`config.mk`:
```
export PLATFORM = sky130hd
export DESIGN_NAME = decoder_hold
export DESIGN_NICKNAME = d
export VERILOG_FILES = /design/src/rtl/decoder_pkg.sv /design/src/rtl/onehot_dec.sv /design/src/rtl/decoder_hold.sv
export SDC_FILE = /design/constraint.sdc
export NUM_CORES = 1
export LEC_CHECK = 0
export CAP_MARGIN = 20
export CORE_MARGIN = 4
export CORE_UTILIZATION = 45
export DETAILED_ROUTE_END_ITERATION = 8
export PLACE_DENSITY = 0.75
export SYNTH_ARGS = -nofsm -noshare
export SYNTH_HDL_FRONTEND = slang
export SYNTH_HIERARCHICAL = 1
export SYNTH_SLANG_ARGS = --single-unit
```
`constraint.sdc`:
```
create_clock -name clk -period 2.3 [get_ports clk]
set_input_delay 0.46 -clock clk [delete_from_list [all_inputs] [get_ports clk]]
set_output_delay 0.46 -clock clk [all_outputs]
set_load 0.005 [all_outputs]
```
`src/rtl/decoder_pkg.sv`:
```
// Shared types and helpers for the hold-window one-hot decoder.
package decoder_pkg;

    localparam int CNT_W      = 8;
    localparam int MAX_CODE_W = 8;
    localparam int MAX_OUT_W  = 2 ** MAX_CODE_W;

    typedef enum logic {
        ST_IDLE = 1'b0,
        ST_HOLD = 1'b1
    } state_t;

    // Widest one-hot word; callers slice down to their own output width.
    function automatic logic [MAX_OUT_W-1:0] onehot(input logic [MAX_CODE_W-1:0] code);
        logic [MAX_OUT_W-1:0] word;
        word       = '0;
        word[code] = 1'b1;
        return word;
    endfunction

endpackage

```
`src/rtl/onehot_dec.sv`:
```
// Combinational binary-to-one-hot converter, shared by the direct and buffered load paths.
module onehot_dec
    import decoder_pkg::*;
#(
    parameter int CODE_W = 2
) (
    input  logic [CODE_W-1:0]      code,
    output logic [2**CODE_W-1:0]   oh
);

    logic [MAX_OUT_W-1:0] oh_full;
    logic                 unused_bits;

    assign oh_full     = onehot(MAX_CODE_W'(code));
    assign oh          = oh_full[2**CODE_W-1:0];
    assign unused_bits = ^oh_full;

endmodule

```
`src/rtl/decoder_hold.sv`:
```
// Registered one-hot decoder: each accepted code is held for HOLD enabled cycles,
// with a one-entry buffer so back-to-back codes show with no gap.
module decoder_hold
    import decoder_pkg::*;
#(
    parameter int CODE_W = 2,
    parameter int HOLD   = 4
) (
    input  logic                 clk,
    input  logic                 rst_n,
    input  logic                 in_valid,
    output logic                 in_ready,
    input  logic [CODE_W-1:0]    code,
    input  logic                 en,
    output logic [2**CODE_W-1:0] out,
    output logic                 out_valid,
    output logic [CNT_W-1:0]     dec_cnt
);

    localparam int OUT_W = 2 ** CODE_W;
    localparam logic [7:0] HCNT_RELOAD = 8'(HOLD - 1);

    state_t              state_q, state_d;
    logic [OUT_W-1:0]    oh_q, oh_d;
    logic [7:0]          hcnt_q, hcnt_d;
    logic [CODE_W-1:0]   buf_code_q, buf_code_d;
    logic                buf_full_q, buf_full_d;
    logic [CNT_W-1:0]    dec_cnt_q, dec_cnt_d;

    logic                accept;
    logic [CODE_W-1:0]   load_code;
    logic [OUT_W-1:0]    load_oh;

    assign in_ready = rst_n && !buf_full_q;
    assign accept   = in_valid && in_ready;

    // A full buffer always wins over a new code, and blocks new accepts anyway.
    assign load_code = buf_full_q ? buf_code_q : code;

    onehot_dec #(
        .CODE_W (CODE_W)
    ) u_onehot_dec (
        .code (load_code),
        .oh   (load_oh)
    );

    always_comb begin
        state_d    = state_q;
        oh_d       = oh_q;
        hcnt_d     = hcnt_q;
        buf_code_d = buf_code_q;
        buf_full_d = buf_full_q;
        dec_cnt_d  = dec_cnt_q;

        case (state_q)
            ST_IDLE: begin
                if (accept) begin
                    oh_d    = load_oh;
                    hcnt_d  = HCNT_RELOAD;
                    state_d = ST_HOLD;
                end
            end
            ST_HOLD: begin
                if (en && hcnt_q == 8'd0) begin
                    dec_cnt_d = dec_cnt_q + CNT_W'(1);
                    if (buf_full_q || accept) begin
                        oh_d       = load_oh;
                        hcnt_d     = HCNT_RELOAD;
                        buf_full_d = 1'b0;
                    end else begin
                        oh_d    = '0;
                        state_d = ST_IDLE;
                    end
                end else begin
                    if (en) begin
                        hcnt_d = hcnt_q - 8'd1;
                    end
                    if (accept) begin
                        buf_code_d = code;
                        buf_full_d = 1'b1;
                    end
                end
            end
            default: state_d = ST_IDLE;
        endcase
    end

    always_ff @(posedge clk) begin
        if (!rst_n) begin
            state_q    <= ST_IDLE;
            oh_q       <= '0;
            hcnt_q     <= '0;
            buf_code_q <= '0;
            buf_full_q <= 1'b0;
            dec_cnt_q  <= '0;
        end else begin
            state_q    <= state_d;
            oh_q       <= oh_d;
            hcnt_q     <= hcnt_d;
            buf_code_q <= buf_code_d;
            buf_full_q <= buf_full_d;
            dec_cnt_q  <= dec_cnt_d;
        end
    end

    assign out       = (rst_n && en) ? oh_q : '0;
    assign out_valid = rst_n && (state_q == ST_HOLD);
    assign dec_cnt   = dec_cnt_q;

endmodule

```
# ---- After elaboration in Yosys (flattened, before gate mapping)
# Index checks and enable logic that the tools add are counted.
dict set report word_totals {
  reg_bits 24
  latchBits 0
  ram_bits 0
  romBits 0
  in_bits 6
  out_inout_bits 14
  word_cells 52
  mem_count 0
}
dict set report op_classes {
  n_addsub 2
  multipliers 0
  n_div 0
  order_cmp 2
  eq_ne 5
  shifts 0
  mux 20
  bitwise_logic 2
  reduce_logical 15
}
# op count
set op_table {}
lappend op_table {{8-bit 2-to-1 mux} 4}
lappend op_table {{4-bit 2-to-1 mux} 4}
lappend op_table {{8-bit case mux with 2 select lines} 1}
lappend op_table {{2-bit by 9-bit less-than comparator with 1-bit output, second input constant} 1}
lappend op_table {{3-bit AND reduction} 3}
lappend op_table {{8-bit by 1-bit adder with 8-bit output, second input constant} 1}
lappend op_table {{8-bit zero test} 1}
lappend op_table {{4-bit case mux with 2 select lines} 1}
lappend op_table {{8-bit by 1-bit subtractor with 8-bit output, second input constant} 1}
lappend op_table {{1-bit 2-to-1 mux} 7}
lappend op_table {{1-bit logical AND} 6}
lappend op_table {{3-bit by 2-bit != test with 1-bit output, second input constant} 2}
lappend op_table {{2-bit by 1-bit != test with 1-bit output, second input constant} 2}
lappend op_table {{2-bit AND reduction} 2}
lappend op_table {{1-bit demux with 2-bit select} 1}
lappend op_table {{2-bit by 1-bit >= comparator with 1-bit output, second input constant} 1}
lappend op_table {{2-bit 2-to-1 mux} 1}
lappend op_table {{2-bit != test, second input constant} 1}
lappend op_table {{1-bit inverter} 2}
lappend op_table {{1-bit case mux with 2 select lines} 1}
lappend op_table {{2-bit nonzero test} 1}
lappend op_table {{1-bit zero test} 1}
lappend op_table {{1-bit logical OR} 1}

# ---- Depth between registers and ports, before layout
dict set report depth {
  word_depth 8
  depth_mapped 7
  depth_no_buf 6
}

# ---- By module
# Netlist, hierarchy kept.
# module instances cells_each area_per_inst_um2 seq_area_each_um2
set by_module_without_submodules {}
lappend by_module_without_submodules {decoder_hold 1 147 1285.0 480.5}
lappend by_module_without_submodules {onehot_dec 1 4 26.3 0.0}

# ---- Worst setup path after synthesis
# Ideal clock, no wire load.
dict set report synth_timing {
  kind {register -> register}
  from {register hcnt_q[0]}
  to {register dec_cnt_q[7], in the netlist dec_cnt[7]}
  setup_ns 0.070
  arrival_ns 2.134
  required_time_ns 2.230
  slack_ns 0.096
  stages_incl_launch_ff 7
  path_buffers 0
  period_less_slack_ns 2.204
  path_cell_list {dfxtp_1 -> inv_1 -> ha_1 -> or4b_2 -> or4_4 -> or3_1 -> a21boi_1}
}
dict set report synth_between {
  elab_chain_cells 3
}
# element line_no
set synth_rtl {}
lappend synth_rtl {{start: declaration} decoder_hold.sv:25} ;# logic [7:0] hcnt_q, hcnt_d;
lappend synth_rtl {{start signal: assignment} decoder_hold.sv:99} ;# hcnt_q <= hcnt_d;
lappend synth_rtl {{8-bit zero test} decoder_hold.sv:64} ;# if (en && hcnt_q == 8'd0) begin
lappend synth_rtl {{1-bit logical AND} decoder_hold.sv:64}
lappend synth_rtl {{2-bit AND reduction (no source line)} n/a}
lappend synth_rtl {{end signal: assignment} decoder_hold.sv:102} ;# dec_cnt_q <= dec_cnt_d;
lappend synth_rtl {{end: declaration} decoder_hold.sv:28} ;# logic [CNT_W-1:0] dec_cnt_q, dec_cnt_d;
# Every way passes these cells.
# A chain may end at the register's enable or synchronous reset.

# ---- Final worst setup path
dict set report layout_timing {
  from {input port en}
  to {register dec_cnt_q[7], in the netlist dec_cnt[7]}
}
dict set report layout_between {
  elab_chain_cells 2
}
# element line_no
set layout_rtl {}
lappend layout_rtl {{start: declaration} decoder_hold.sv:14} ;# input logic en,
lappend layout_rtl {{1-bit logical AND} decoder_hold.sv:64}
lappend layout_rtl {{2-bit AND reduction (no source line)} n/a}
# Every way passes these cells.

==> flow_summary_export.csv <==
group,metric,value,unit
setup_path,slowest_delay,0.55,ns
pwr,switchingPower,315.5,uW
floorplan,dieHeight,61.98,microns
layout,drive_gt1_frac,0.1508,
cts,clockBufferDepth,2,
drt,via_count,1204,
setup_path,worst_ep_required_time,2.56,ns
cts,cts_tree,"done",
global_routing,grt_antenna_before_repair,0,
synthesis,yosysWarnings,6,
floorplan,start_util,0.4714,
placement,gp_congestion,0.8460,
sta,rsz0062_at_grt,"no",
global_routing,grt_usage,0.1766,
placement,place_area,0.001605,sq mm
cts,clk_pin_slew_worst_paths,0.12,ns
floorplan,design.die.area,0.003842,sq mm
pwr,p_leak,0.0006739,uW
sta,fmax,451.7,MHz
synthesis,synth_common_cells,"dfxtp_1, nand2_1, o21ai_0",
synthesis,ys_async_sr_fraction,0,
layout,postLayoutCellArea,0.001632,sq mm
drt,post-route-drc-count,0,
setup_path,cp_slowest_cell,"or4_4",
layout,final_core_util,0.5866,
drt,drt_pass1_iterations,4,
drt,wl_per_cell,13.80,microns
synthesis,synthFlopType,"dfxtp_1",
pwr,powerDensity,601.5,mW/mm^2
cts,post_cts_buffers,0,
setup_path,critPathLaunchType,"input port",
pwr,p_int,666.0,uW
layout,area_growth,24.43,%
sta,tightest_slew,0.5072,ns
setup_path,critical_path.startpoint,"en",
global_routing,grt_pass1_vias,1239,
layout,fill_cells,258,
floorplan,io_pins,20,
synthesis,yosysMostFrequentCell,"dfxtp_1",
cts,htreeDepth,1,
cts,cts_buffers,3,
hold_path,hp-start,"oh_q[3]$_SDFFE_PN0P_",
synthesis,seq_area_frac_synth,0.3664,
drt,routed_via_density,5.733,
layout,fin_nets,189,
pwr,pwr-share-clk,0.187,
sta,timing.final.ws_setup,0.08615,ns
outcome,status,"complete, no violations",
drt,first_iter_violations,45,
placement,dp.cells,207,
cts,clock-root-buffer,"clkbuf_4",
cts,clkLatencyLatePin,0.31,ns
floorplan,design.core.area,0.002781,sq mm
flow_run,drv_cap,0,
floorplan,rows,19,
hold_path,min_path_type,"register to register",
synthesis,synth.avg_cell_area,8.684,sq um
sta,fin_skew,0.002170,ns
placement,dp_slack,-0.2669,ns
pwr,p_sw_frac,0.3214,
synthesis,synthTopCellsByArea,"dfxtp_1, nand2_1, mux2i_1",
placement,hpwl,2268,microns
synthesis,synth-edff-count,0,
sta,hold_viol_final,0,
global_routing,grt_pass1_wl,5202,microns
setup_path,worstPathMaxFanout,4,
synthesis,syn_nets,159,
global_routing,grt.overflow.total,0,
layout,antenna_cells,0,
sta,setup_tns,0,ns
setup_path,r2r_start,"hcnt_q[1]$_SDFFE_PN0P_",
setup_path,cp.arrival,2.47,ns
pwr,vdd_drop_max,0.5288,mV
pwr,p_comb_frac,0.311,
sta,slew_violations,0,
synthesis,synth-seq-cells,24,
synthesis,syn_area,0.001311,sq mm
synthesis,synth_top_cell_by_area,"dfxtp_1",
setup_path,cp-end-kind,"register",
setup_path,cp_cell_sequence,"clkdlybuf4s50_1 > or4b_1 > or4_4 > or3_1 > a21boi_1",
pwr,power_frac_seq,0.502,
sta,period_minus_slack,2.214,ns
synthesis,ys_types,47,
floorplan,die_w,61.98,microns
global_routing,grt_max_degree,15,
sta,fin_crit_sh,0.9625,
layout,seq_area,481.7,sq um
synthesis,synthCells,151,
layout,final_cells,210,
synthesis,yosysTopAreaCellShare,0.3664,
setup_path,crit_type,"input port to register",
cts,clock-sinks,24,
sta,setup_viol,0,
drt,drt-total-wl,2898,microns
placement,io_buffers,19,
drt,postRouteAntennaNets,0,
sta,max_slew_margin,0.6571,
cts,hold_buffers,0,
layout,multi_input_area,779.5,sq um
[layer usage]
layer | vias up | global-route usage | part of all wire | wire length, microns
met2 | 28 | 0.2988 | 0.47 | 1364
met5 | - | 0 | 0 | 0
met3 | 3 | 0.02893 | 0.036 | 105
met4 | 0 | 0.06667 | 0.012 | 34
li1 | 621 | - | - | -
met1 | 552 | 0.2236 | 0.48 | 1394
[cells by family (layout without fill, tap and decap cells)]
| kind of cell | count (synthesis) | count (layout) | synth area share |
|---|---|---|---|
| mux | 7 | 7 | 0.05534 |
| xor+xnor | 5 | 5 | 0.03340 |
| fa+ha+maj | 2 | 2 | 0.01908 |
| flops | 24 | 24 | 0.3664 |
| simple gates | 69 | 69 | 0.3015 |
| buf+inv | 12 | 40 | 0.04198 |
| compound gates | 32 | 32 | 0.1823 |
[cell usage in the layout (no fill, tap or decap), drive strengths merged, types with 5 or more instances in the layout]
master / netlist / layout
nand2: 14 / 14
o21ai: 9 / 9
nor2: 6 / 6
clkdlybuf4s50: 0 / 18
buf: 3 / 14
and2: 8 / 8
and3: 6 / 6
nand3: 6 / 6
dfxtp: 24 / 24
mux2i: 5 / 5
nor4: 5 / 5
a21boi: 5 / 5
[through the flow]
step                      hold WS, ns  total power (uW)
after global placement         0.4424             789.1
after global routing           0.5058              1047
after floorplan                0.4335             679.4
final                          0.4738             981.4
after CTS                      0.4756             979.2
after detailed placement       0.4558             797.6
[flip-flops by register name, indices dropped and copies added (netlist names)]
| signal | cells |
|---|---|
| dec_cnt | 8 |
| hcnt_q | 8 |
| oh_q | 4 |
| buf_code_q | 2 |
| buf_full_q | 1 |
| state_q | 1 |
[cell type report]
class,instances,share of cell area
timing repair buffer,33,0.1802
tap,31,0.02377
inverter,4,0.009202
sequential,24,0.2952
clock buffer,3,0.01380
multi-input combinational,115,0.4778
[power groups by stage]
stage	Combinational [uW]	Clock, uW	Sequential, uW
after CTS	299	189	491
after global placement	291	0	498
after floorplan	196	0	483
after detailed placement	297	0	500
after global routing	336	213	499
final	305	183	493
[worst paths after layout]
path | end | slack, ns | cells after the start
worst max-delay path | dec_cnt[7]$_SDFFE_PN0P_ | 0.09 | 5
worst min-delay path | oh_q[3]$_SDFFE_PN0P_ | 0.47 | 2
worst max register to register | dec_cnt[7]$_SDFFE_PN0P_ | 0.20 | 6
worst min register to register | oh_q[3]$_SDFFE_PN0P_ | 0.47 | 2
[repair_timing]
item / in CTS / in global routing
cloned: 0 / 0
setup endpoints to repair: 4 / 2
resized for setup: 1 / 2
[worst max-delay path, delay by kind of cell]
| kind | cells | cell delay, ns |
|---|---|---|
| AND/OR/NAND/NOR | 3 | 1.39 |
| buffers and inverters | 1 | 0.48 |
| AO/OA/AOI/OAI | 1 | 0.13 |
No activity file was read; power rests on OpenSTA's default activity.
